$ cat config.mk
export PLATFORM = sky130hd
export DESIGN_NAME = nibble_serial_adder_seq
export DESIGN_NICKNAME = d
export VERILOG_FILES = /design/src/rtl/nibble_serial_adder_seq.sv
export SDC_FILE = /design/constraint.sdc
export NUM_CORES = 1
export LEC_CHECK = 0
export CORE_ASPECT_RATIO = 1.75
export CORE_MARGIN = 10
export CORE_UTILIZATION = 55
export CTS_BUF_LIST = sky130_fd_sc_hd__clkbuf_4 sky130_fd_sc_hd__clkbuf_8 sky130_fd_sc_hd__clkbuf_16
export DETAILED_ROUTE_END_ITERATION = 12
export DONT_BUFFER_PORTS = 1
export HOLD_SLACK_MARGIN = 0.03
export PLACE_DENSITY = 0.72
export SKIP_LAST_GASP = 1
export SLEW_MARGIN = 20
export SYNTH_ARGS = -nofsm -noshare
export SYNTH_HDL_FRONTEND = slang
export SYNTH_SLANG_ARGS = --single-unit
$ cat constraint.sdc
create_clock -name i_clk -period 3.1 [get_ports i_clk]
set_clock_uncertainty 0.05 [all_clocks]
set_input_delay 0.465 -clock i_clk [delete_from_list [all_inputs] [get_ports i_clk]]
set_output_delay 0.465 -clock i_clk [all_outputs]
set_load 0.01 [all_outputs]
$ cat src/rtl/nibble_serial_adder_seq.sv
// nibble_serial_adder_seq
// Wide add/subtract built from one 4-bit carry-lookahead slice. The slice is
// reused once per nibble. The slice carry is registered between nibbles, so an
// operation of W = 4*NIBBLES bits takes NIBBLES cycles in RUN. Subtraction is
// done as A + ~B + 1: the operand is inverted when it is latched and the carry
// register is preset to 1.
//
//  state  | meaning
//  -------+---------------------------------------------------------------
//  S_IDLE | waiting for i_start; operands latched on the accepting edge
//  S_RUN  | one nibble per cycle, r_idx selects the slice inputs
//  S_DONE | results valid, o_done pulses, always returns to S_IDLE

module nibble_serial_adder_seq #(
   parameter int NIBBLES = 4
) (
   input  logic                   i_clk,
   input  logic                   i_rst_n,
   input  logic                   i_start,
   input  logic                   i_sub,
   input  logic                   i_carry_in,
   input  logic [4*NIBBLES-1:0]   i_a,
   input  logic [4*NIBBLES-1:0]   i_b,
   output logic                   o_busy,
   output logic                   o_done,
   output logic [4*NIBBLES-1:0]   o_result,
   output logic                   o_carry_out,
   output logic                   o_overflow
);

   localparam int W  = 4 * NIBBLES;
   localparam int IW = (NIBBLES > 1) ? $clog2(NIBBLES) : 1;

   typedef enum logic [1:0] {
      S_IDLE = 2'd0,
      S_RUN  = 2'd1,
      S_DONE = 2'd2
   } state_t;

   state_t          r_state;
   logic [W-1:0]    r_op_a;
   logic [W-1:0]    r_op_b;
   logic [W-1:0]    r_acc;
   logic            r_c;
   logic [IW-1:0]   r_idx;
   logic            r_busy;
   logic            r_done;
   logic [W-1:0]    r_result;
   logic            r_carry_out;
   logic            r_overflow;

   logic [3:0]      w_a_nib;
   logic [3:0]      w_b_nib;
   logic [3:0]      w_p;
   logic [3:0]      w_g;
   logic [3:0]      w_cy;
   logic            w_cout;
   logic [3:0]      w_sum_nib;
   logic [W-1:0]    w_acc_next;
   logic            w_last;
   logic            w_overflow;

   // Slice operand select, carry-lookahead slice and accumulator merge.
   always_comb begin
      w_a_nib    = '0;
      w_b_nib    = '0;
      w_acc_next = r_acc;
      for (int n = 0; n < NIBBLES; n++) begin
         if (r_idx == IW'(n)) begin
            w_a_nib = r_op_a[4*n +: 4];
            w_b_nib = r_op_b[4*n +: 4];
         end
      end

      w_p     = w_a_nib ^ w_b_nib;
      w_g     = w_a_nib & w_b_nib;
      w_cy[0] = r_c;
      w_cy[1] = w_g[0] | (w_p[0] & r_c);
      w_cy[2] = w_g[1] | (w_p[1] & w_g[0]) | (w_p[1] & w_p[0] & r_c);
      w_cy[3] = w_g[2] | (w_p[2] & w_g[1]) | (w_p[2] & w_p[1] & w_g[0])
              | (w_p[2] & w_p[1] & w_p[0] & r_c);
      w_cout  = w_g[3] | (w_p[3] & w_g[2]) | (w_p[3] & w_p[2] & w_g[1])
              | (w_p[3] & w_p[2] & w_p[1] & w_g[0])
              | (w_p[3] & w_p[2] & w_p[1] & w_p[0] & r_c);
      w_sum_nib = w_p ^ w_cy;

      for (int m = 0; m < NIBBLES; m++) begin
         if (r_idx == IW'(m)) begin
            w_acc_next[4*m +: 4] = w_sum_nib;
         end
      end
   end

   assign w_last     = (r_idx == IW'(NIBBLES - 1));
   // Operand B is already inverted for subtraction, so one rule covers both.
   assign w_overflow = (r_op_a[W-1] == r_op_b[W-1]) && (w_acc_next[W-1] != r_op_a[W-1]);

   // Sequencer: accept, step one nibble per cycle, publish results on exit.
   always_ff @(posedge i_clk or negedge i_rst_n) begin
      if (!i_rst_n) begin
         r_state     <= S_IDLE;
         r_op_a      <= '0;
         r_op_b      <= '0;
         r_acc       <= '0;
         r_c         <= 1'b0;
         r_idx       <= '0;
         r_busy      <= 1'b0;
         r_done      <= 1'b0;
         r_result    <= '0;
         r_carry_out <= 1'b0;
         r_overflow  <= 1'b0;
      end else begin
         case (r_state)
            S_IDLE: begin
               r_done <= 1'b0;
               if (i_start) begin
                  r_op_a  <= i_a;
                  r_op_b  <= i_sub ? ~i_b : i_b;
                  r_c     <= i_sub ? 1'b1 : i_carry_in;
                  r_idx   <= '0;
                  r_busy  <= 1'b1;
                  r_state <= S_RUN;
               end
            end
            S_RUN: begin
               r_acc <= w_acc_next;
               r_c   <= w_cout;
               r_idx <= r_idx + IW'(1);
               if (w_last) begin
                  r_result    <= w_acc_next;
                  r_carry_out <= w_cout;
                  r_overflow  <= w_overflow;
                  r_idx       <= '0;
                  r_busy      <= 1'b0;
                  r_done      <= 1'b1;
                  r_state     <= S_DONE;
               end
            end
            S_DONE: begin
               r_done  <= 1'b0;
               r_state <= S_IDLE;
            end
            default: begin
               r_busy  <= 1'b0;
               r_done  <= 1'b0;
               r_state <= S_IDLE;
            end
         endcase
      end
   end

   assign o_busy      = r_busy;
   assign o_done      = r_done;
   assign o_result    = r_result;
   assign o_carry_out = r_carry_out;
   assign o_overflow  = r_overflow;

endmodule

==> results of run 1 <==
[cells by family (layout without fill, tap and decap cells)]
| family | Yosys count | in the layout | share of synthesized area |
|---|---|---|---|
| AOI/OAI and AO/OA | 83 | 83 | 0.1463 |
| and+or+nand+nor | 99 | 99 | 0.1413 |
| buffers and inverters | 24 | 31 | 0.03048 |
| xor gates and xnor gates | 17 | 17 | 0.04533 |
| adders and majority gates | 9 | 9 | 0.03657 |
| DFF | 69 | 69 | 0.5257 |
| muxes | 22 | 22 | 0.07429 |
[per-layer routing]
metal  track usage  vias up
met5             0        -
met4       0.08896        0
met3       0.04758       19
met2        0.2676       52
met1        0.1580     1076
li1              -     1119
[path summary, 6_finish.rpt]
kind / cells past startpoint / end / from / slack (ns)
setup / recovery: 10 / o_overflow$_DFFE_PN0P_ / r_idx[0]$_DFFE_PN0P_ / 0.16
hold / removal: 1 / r_op_a[7]$_DFFE_PN0P_ / i_a[7] / 0.22
setup reg to reg: 10 / o_overflow$_DFFE_PN0P_ / r_idx[0]$_DFFE_PN0P_ / 0.16
hold reg to reg: 2 / r_acc[9]$_DFFE_PN0P_ / r_acc[9]$_DFFE_PN0P_ / 0.44
max in group asynchronous: 2 / r_op_a[6]$_DFFE_PN0P_ / i_rst_n / 2.09
min in group asynchronous: 2 / o_result[0]$_DFFE_PN0P_ / i_rst_n / 0.59
[registers in the layout, summed over array words and instances (netlist names)]
signal	flops
o_busy	1
r_acc	12
r_op_a	16
r_idx	2
o_overflow	1
o_done	1
r_op_b	16
o_result	16
r_c	1
r_state	2
o_carry_out	1
[cell type report]
cell class	count	area, µm²
fill	508	2212
timing repair buffer	10	101.3
sequential	69	1727
inverter	5	18.77
tap	78	97.59
multi-input combinational	230	1500
clock inverter	6	38.79
clock buffer	10	137.6
[what timing repair did]
item                                   4_1_cts  5_1_grt
resized for setup                            1        8
cloned                                       0        0
endpoints found under the hold margin       69        0
setup endpoints to repair                    1        5
hold buffers                                 2        0
[report_power, final]
group / total (mW) / switching [mW] / internal (mW)
Clock: 0.640 / 0.331 / 0.308
Combinational: 2.47 / 1.41 / 1.06
Sequential: 1.72 / 0.366 / 1.35
[worst max-delay path, stage by stage, from the launching register on]
cell,delay [ns]
dfrtp_1,0.46
inv_1,0.13
ha_4,0.21
nor2b_2,0.17
a221oi_1,0.28
o31ai_1,0.11
ha_1,0.38
o21a_2,0.23
a211o_1,0.38
and4_4,0.21
a211o_1,0.22
[per-stage QoR]
step	hold WS [ns]	std cells
finish	0.2187	408
global route	0.2015	408
CTS	0.2098	408
detailed placement	0.1223	390
global placement	0.1218	390
floorplan	0.1194	323
[cells in the mapped netlist, types with 3 or more instances]
cell type | number | area share
a211o_1 | 4 | 0.011
a21oi_1 | 28 | 0.043
a221oi_1 | 4 | 0.011
a31oi_1 | 6 | 0.011
buf_2 | 8 | 0.012
clkbuf_1 | 11 | 0.013
dfrtp_1 | 69 | 0.53
ha_1 | 8 | 0.030
inv_1 | 5 | 0.0057
mux2_2 | 19 | 0.065
mux2i_1 | 3 | 0.0091
nand2_1 | 49 | 0.056
nand2b_1 | 4 | 0.0076
nand3b_1 | 6 | 0.014
nand4_1 | 4 | 0.0076
nor2_1 | 21 | 0.024
nor2b_1 | 8 | 0.015
o21ai_0 | 32 | 0.049
o31ai_1 | 3 | 0.0069
xnor2_1 | 17 | 0.045
==> run summary, run 1 <==
DR top layer: met4
Syn nets: 369
Slew Limit Fails: 0
Actual slew at the worst max-slew pin: 0.5818 ns
Clock sink total: 69
Grt total ovfl: 0
Postcts setup bufs: 0
Number of flops mapped to enable cells by yosys: 0
Drt via density: 5.554
Root buffer cell: clkbuf_8
H-tree levels: 3
CP endpoint kind: flop
Leak Pwr: 1.543 nW
Final design instance area without fill: 3621 µm²
Initial Util: 0.5631
Peak VDD IR: 0.7035 mV
Met1 WL: 2637 µm
Die area: 9584 µm²
Max clock buf depth: 2
Io pins: 57
Crit-path max FO: 6
# diodes: 0
Util after Layout: 0.6208
Placer Congestion: 0.9069
WL/cell: 17.37 µm
Fraction of layout cells with a size suffix above 1: 0.1636
Rel. slew slack: 0.6121
Hold Crit Class: input port to flop
Final hold vios: 0
Post-Route WL: 7087 µm
First-pass iteration count of the detailed router: 4
FF+latch count, synth: 69
Vias: 2266
Fin Setup TNS: 0 ns
Period utilization: 0.9496
Power Total: 4.826 mW
Num CTS Buffers: 9
Mapped Avg Cell Area: 10.17 µm²
Highest clock rate: 339.7 MHz
Pre-CTS WS: -0.03117 ns
Data required, critical path: 3.28 ns
DR WL met3: 374 µm
Vias in the first global route: 2367
Post-route setup slack: 0.1563 ns
Clock-pin slew on the worst setup and hold paths: 0.07 ns
Port bufs: 0
Largest net degree at the start of global routing: 70
Pwr/cell area: 1333 nW/µm²
First-pass GRT wire length: 11580 µm
Final min period: 2.944 ns
Fin nets: 371
Initial antenna violation count: 0
Startpoint Class: flop
Core footprint: 5833 µm²
Most frequent cells in the layout: 69 x dfrtp_1, 49 x nand2_1, 31 x o21ai_0
Die X: 78.42 µm
Post-synthesis cell type count: 33
CTS tree: done
Setup violators final: 0
Maxcap violations: 0
Drc violations: 0
RSZ-0062 raised after global routing: no
Post-Syn Instances: 323
Synth Cell Area: 3284 µm²
Status: finished clean
Routed met2 length: 3829 µm
GRT Total Usage: 0.1534
Yosys Warn Count: 0
Clk_lat worst skew: 0.34 ns
Fraction of registers with async set/reset: 1.000
Die height: 122.2 µm
Setup CP Type: flop to flop
Commonest non-fill, non-tap cell in the layout: dfrtp_1
Post-route ant nets: 0
Post-DP HPWL: 5337 µm
Arrival @ worst endpoint: 3.12 ns
Area post-placement: 3367 µm²
Initial DRC count: 134
Main flop type after synthesis: dfrtp_1
Area Overhead vs Synth: 10.25%
Register area share after synthesis: 0.5257
Placement Rows: 37
Power figures use the tool's default switching activity.
==> inputs of run 2 (changes only) <==
GPL_TIMING_DRIVEN = 0   (was unset)
==> run 2 against run 1 <==
Net effect: design area rose by 0.93%; clock power up 0.8%; highest routed layer unchanged; setup slack got worse by 0.11 ns; largest cell class unchanged; combinational power grew 2%; critical path type unchanged.
==> run summary, run 2 (synthesis results as in run 1) <==
Initial Util: 0.5631 (unchanged)
First-pass iteration count of the detailed router: 4 (unchanged)
Filler cells: 511 (+0.59%)
Clk_lat worst skew: 0.35 ns (about the same)
Area Overhead vs Synth: 11.28%
Vias: 2380 (+5.0%)
Port bufs: 0 (unchanged)
Placement Rows: 37 (unchanged)
CTS tree: done
Placer Congestion: 0.8392 (-7.5%)
Drt via density: 5.653 (+1.8%)
WP buf/inv: 2 (+1)
Maxcap violations: 0 (unchanged)
Initial DRC count: 140 (+4.5%)
Startpoint Class: flop
H-tree levels: 3 (unchanged)
Area post-placement: 3382 µm² (+0.45%)
Fraction of layout cells with a size suffix above 1: 0.1837 (+0.02004)
Status: finished clean
Slowest CP cell: dfrtp_1
Data required, critical path: 3.28 ns (about the same)
Arrival @ worst endpoint: 3.24 ns (+0.12 ns)
Highest clock rate: 327.3 MHz (-3.6%)
First-pass GRT wire length: 12600 µm (+8.8%)
Final design instance area without fill: 3655 µm² (+0.93%)
Crit-path max FO: 10 (+4)
Worst r2r dst: o_overflow$_DFFE_PN0P_
Pre-CTS WS: -0.4332 ns (-0.4021 ns)
Vias in the first global route: 2600 (+9.8%)
FF+latch area: 1728 µm² (about the same)
Top cell family by delay on the critical path: compound AO/OA/AOI/OAI gates
CP endpoint kind: flop
Hold Crit Class: input port to flop
Num CTS Buffers: 9 (unchanged)
Period utilization: 0.9855 (+0.03594)
Final min period: 3.055 ns (+0.1114 ns)
CP cell instances: inv_1, ha_1, clkbuf_4, nand3b_1, a21oi_2, a21oi_1, o21ai_2, ha_1, a211o_1, a211o_4, and4_4, a211o_1
Post-DP HPWL: 5679 µm (+6.4%)
Most frequent cells in the layout: 68 x dfrtp_1, 49 x nand2_1, 30 x o21ai_0
Setup CP Type: flop to flop
Placed cell count: 401 (+2.8%)
Multi-input combinational cell area: 1490 µm² (-0.67%)
Leak Pwr: 1.591 nW (+3.1%)
Flop2flop setup slack: 0.04 ns (-0.11 ns)
RSZ-0062 raised after global routing: yes
GRT Total Usage: 0.1685 (+0.01512)
Max clock buf depth: 2 (unchanged)
Post-Route WL: 7585 µm (+7.0%)
Post-route setup slack: 0.04487 ns (-0.1114 ns)
Clock sink total: 69 (unchanged)
Largest net degree at the start of global routing: 70 (unchanged)
Fin nets: 384 (+3.5%)
R2r startpoint: r_idx[1]$_DFFE_PN0P_
WL/cell: 18.02 µm (+3.7%)
Die X: 78.42 µm (unchanged)
Fin Setup TNS: 0 ns (unchanged)
Core footprint: 5833 µm² (unchanged)
Die area: 9584 µm² (unchanged)
Crit-path max cell delay: 0.41 ns (-0.05 ns)
Io pins: 57 (unchanged)
Pwr/cell area: 1332 nW/µm² (about the same)
Setup violators final: 0 (unchanged)
Drc violations: 0 (unchanged)
Post-route ant nets: 0 (unchanged)
Non-filler cells, final: 421 (+3.2%)
# diodes: 0 (unchanged)
Commonest non-fill, non-tap cell in the layout: dfrtp_1
Worst path depth: 12 (+2)
R2r worst-path depth: 12 (+2)
Rel. slew slack: 0.7009 (+0.08878)
Worst Setup EP: o_overflow$_DFFE_PN0P_
Root buffer cell: clkbuf_8
Slew Limit Fails: 0 (unchanged)
Peak VDD IR: 0.8554 mV (+22%)
Setup crit start: r_idx[1]$_DFFE_PN0P_
Actual slew at the worst max-slew pin: 0.4487 ns (-0.1332 ns)
Clock-pin slew on the worst setup and hold paths: 0.07 ns (about the same)
Die height: 122.2 µm (unchanged)
Hold_ws: 0.2192 ns (+0.0004750 ns)
Grt total ovfl: 0 (unchanged)
Final hold vios: 0 (unchanged)
Initial antenna violation count: 0 (unchanged)
-- run 2: changes by cell type in the layout (fill, tap and decap cells not counted), sizes merged --
cell | before | now
clkbuf | 10 | 24
buf | 9 | 12
clkinv | 4 | 2
clkinvlp | 2 | 0
-- run 2: stage by stage --
step,util,power (mW)
2_1_floorplan,-,3.401
5_1_grt,0.6266,5.256
3_3_place_gp,0.5798,3.942
3_5_place_dp,0.5798,4.030
6_report,0.6266,4.869
4_1_cts,0.6178,4.726
-- run 2: what timing repair did --
action,4_1_cts,5_1_grt
setup buffers,0,2
cloned,0,0
endpoints found under the setup margin,26,21
resized for setup,9,10
hold buffers,2,0
endpoints found under the hold margin,69,0
pin swaps,0,1
-- run 2: where the power goes --
part	internal (mW)	total (mW)	leakage [nW]	switching (mW)
combinational	1.06	2.52	0.683	1.46
sequential	1.35	1.70	0.812	0.349
clock	0.333	0.645	0.0955	0.312
total	2.75	4.87	1.59	2.12
-- run 2: area by class of cell --
class,instances,area share
flip-flops and latches,69,0.4728
well taps,78,0.02670
repair buffers,4,0.01438
inverters,5,0.005135
clock inverters,2,0.002739
multi-input cells,230,0.4077
plain buffers,19,0.02636
clock buffers,14,0.04416
-- run 2: metal layers --
metal,GRT usage,vias to the layer above,share of wire
li1,-,1145,-
met1,0.1732,1146,0.37
met2,0.2960,68,0.54
met3,0.04832,21,0.050
met4,0.1002,0,0.040
met5,0,-,0
-- run 2: worst min path at each step --
stage | end | cells after the start | startpoint
2_1_floorplan | o_busy$_DFFE_PN0P_ | 0 | i_rst_n
3_3_place_gp | o_result[0]$_DFFE_PN0P_ | 0 | i_rst_n
3_5_place_dp | o_result[0]$_DFFE_PN0P_ | 0 | i_rst_n
4_1_cts | r_op_a[10]$_DFFE_PN0P_ | 1 | i_a[10]
5_1_grt | r_op_a[4]$_DFFE_PN0P_ | 1 | i_a[4]
6_report | r_op_a[10]$_DFFE_PN0P_ | 1 | i_a[10]
==> inputs of run 3 (changes only) <==
CORE_ASPECT_RATIO = unset   (was 1.75)
==> run 3 against run 2 <==
Net effect: setup slack lost 0.0079 ns; sequential share of layout area grew 0.66 points; final cell count shrank 1.7%; flip-flop and latch count is the same; worst hold slack gained 0.0028 ns; register-to-register slack is essentially flat; clock power shrank 7.1%; critical path depth is the same; total power shrank 3.6%; utilization shrank 1.1 points; wire length shrank 2.6%; critical endpoint unchanged; largest power group unchanged; highest routed layer unchanged.
==> run summary, run 3 (synthesis results as in run 1) <==
Max clock buf depth: 2 (unchanged)
First-pass GRT wire length: 12280 µm (-2.5%)
Post-DP HPWL: 5311 µm (-6.5%)
Vias in the first global route: 2428 (-6.6%)
Largest net degree at the start of global routing: 70 (unchanged)
Die area: 9462 µm² (-1.3%)
Grt total ovfl: 0 (unchanged)
Actual slew at the worst max-slew pin: 0.5544 ns (+0.1058 ns)
Arrival @ worst endpoint: 3.24 ns (about the same)
Placer Congestion: 0.8152 (-2.9%)
Root buffer cell: clkbuf_8
Initial DRC count: 131 (-6.4%)
Fin nets: 384 (unchanged)
CP endpoint kind: flop
H-tree levels: 3 (unchanged)
Slew Limit Fails: 0 (unchanged)
Fin Setup TNS: 0 ns (unchanged)
WL/cell: 17.84 µm (-0.98%)
GRT Total Usage: 0.1581 (-0.01048)
RSZ-0062 raised after global routing: yes
Placement Rows: 28 (-24%)
Most common cell on crit path: a211o_1
Initial antenna violation count: 0 (unchanged)
Period utilization: 0.9881 (+0.002549)
Util after Layout: 0.6157 (-0.01086)
Commonest non-fill, non-tap cell in the layout: dfrtp_1
Port bufs: 0 (unchanged)
Data required, critical path: 3.28 ns (about the same)
Leak Pwr: 1.569 nW (-1.3%)
CP cell instances: inv_1, ha_1, buf_2, nand3b_1, a21oi_1, a21oi_1, o21ai_2, ha_1, a211o_1, a211o_1, and4_4, a211o_1
Vias: 2379 (-0.042%)
Maxcap violations: 0 (unchanged)
Pwr/cell area: 1303 nW/µm² (-2.2%)
Rel. slew slack: 0.6277 (-0.07318)
Peak VDD IR: 0.8029 mV (-6.1%)
Io pins: 57 (unchanged)
Fraction of layout cells with a size suffix above 1: 0.1652 (-0.01848)
CTS tree: done
Most frequent cells in the layout: 69 x dfrtp_1, 49 x nand2_1, 29 x o21ai_0
First-pass iteration count of the detailed router: 4 (unchanged)
Die X: 97.28 µm (+24%)
# diodes: 0 (unchanged)
Num CTS Buffers: 9 (unchanged)
Drt via density: 5.746 (+1.6%)
Initial Util: 0.5614 (-0.001686)
Worst Hold Depth: 1 (unchanged)
Final hold vios: 0 (unchanged)
Core footprint: 5851 µm² (+0.30%)
WP buf/inv: 2 (unchanged)
Post-route ant nets: 0 (unchanged)
Clock-pin slew on the worst setup and hold paths: 0.07 ns (about the same)
Hold Crit Class: input port to flop
Die height: 97.28 µm (-20%)
Crit-path max FO: 10 (unchanged)
Status: finished clean
Power Total: 4.694 mW (-3.6%)
Area Overhead vs Synth: 9.676%
Worst path depth: 12 (unchanged)
Hold_ws: 0.2221 ns (+0.002846 ns)
Crit-path max cell delay: 0.40 ns (about the same)
Slowest CP cell: dfrtp_1
R2r worst-path depth: 12 (unchanged)
Setup CP Type: flop to flop
Top cell family by delay on the critical path: compound AO/OA/AOI/OAI gates
Setup violators final: 0 (unchanged)
Clock sink total: 69 (unchanged)
Post-Route WL: 7386 µm (-2.6%)
Final min period: 3.063 ns (+0.007903 ns)
Highest clock rate: 326.5 MHz (-0.26%)
Startpoint Class: flop
Drc violations: 0 (unchanged)
Clk_lat worst skew: 0.34 ns (about the same)
==> run 3: worst register-to-register path, delay by kind of cell, from the launching register on <==
family | cells | cell delay [ns]
buffers and inverters | 2 | 0.28
DFF | 1 | 0.40
and+or+nand+nor | 2 | 0.38
AOI/OAI and AO/OA | 6 | 1.31
adders and majority gates | 2 | 0.51
==> run 3: report_power, final <==
group	switching [mW]	internal (mW)	total [mW]
Combinational	1.41	0.988	2.40
Clock	0.300	0.300	0.599
Sequential	0.342	1.35	1.69
Total	2.05	2.64	4.69
==> run 3: per-stage QoR <==
stage	setup WS [ns]	std cells	area (µm²)
after CTS	0.04572	412	3575
after global routing	-0.08550	414	3602
final	0.03697	414	3602
after global placement	-0.4620	398	3378
after floorplan	0.1335	323	3284
after detailed placement	-0.5313	398	3378
==> run 3: cell type report <==
type | instances | area [µm²]
inverter | 5 | 18.77
tap | 75 | 93.84
timing repair buffer | 4 | 52.55
multi-input combinational | 230 | 1474
sequential | 69 | 1727
buffer | 19 | 90.09
clock buffer | 12 | 146.4
fill | 488 | 2248
==> run 3: final timing paths <==
kind,startpoint,endpoint,slack (ns)
worst max-delay path,r_idx[1]$_DFFE_PN0P_,o_overflow$_DFFE_PN0P_,0.04
worst min-delay path,i_a[14],r_op_a[14]$_DFFE_PN0P_,0.22
worst max register to register,r_idx[1]$_DFFE_PN0P_,o_overflow$_DFFE_PN0P_,0.04
worst min register to register,r_acc[1]$_DFFE_PN0P_,r_acc[1]$_DFFE_PN0P_,0.43
max in group asynchronous,i_rst_n,r_op_b[15]$_DFFE_PN0P_,2.09
min in group asynchronous,i_rst_n,r_acc[9]$_DFFE_PN0P_,0.59
==> run 3: timing repair <==
item / CTS / global route
resized for setup: 9 / 7
buffers inserted: 0 / 2
setup endpoints to repair: 26 / 15
hold endpoints to repair: 69 / 0
hold buffers: 2 / 0
==> run 3: layer usage <==
metal | vias up | track usage | part of all wire
met5 | - | 0 | 0
met4 | 0 | 0.06823 | 0.021
met3 | 13 | 0.05761 | 0.069
met2 | 62 | 0.2598 | 0.47
met1 | 1160 | 0.1808 | 0.44
li1 | 1144 | - | -
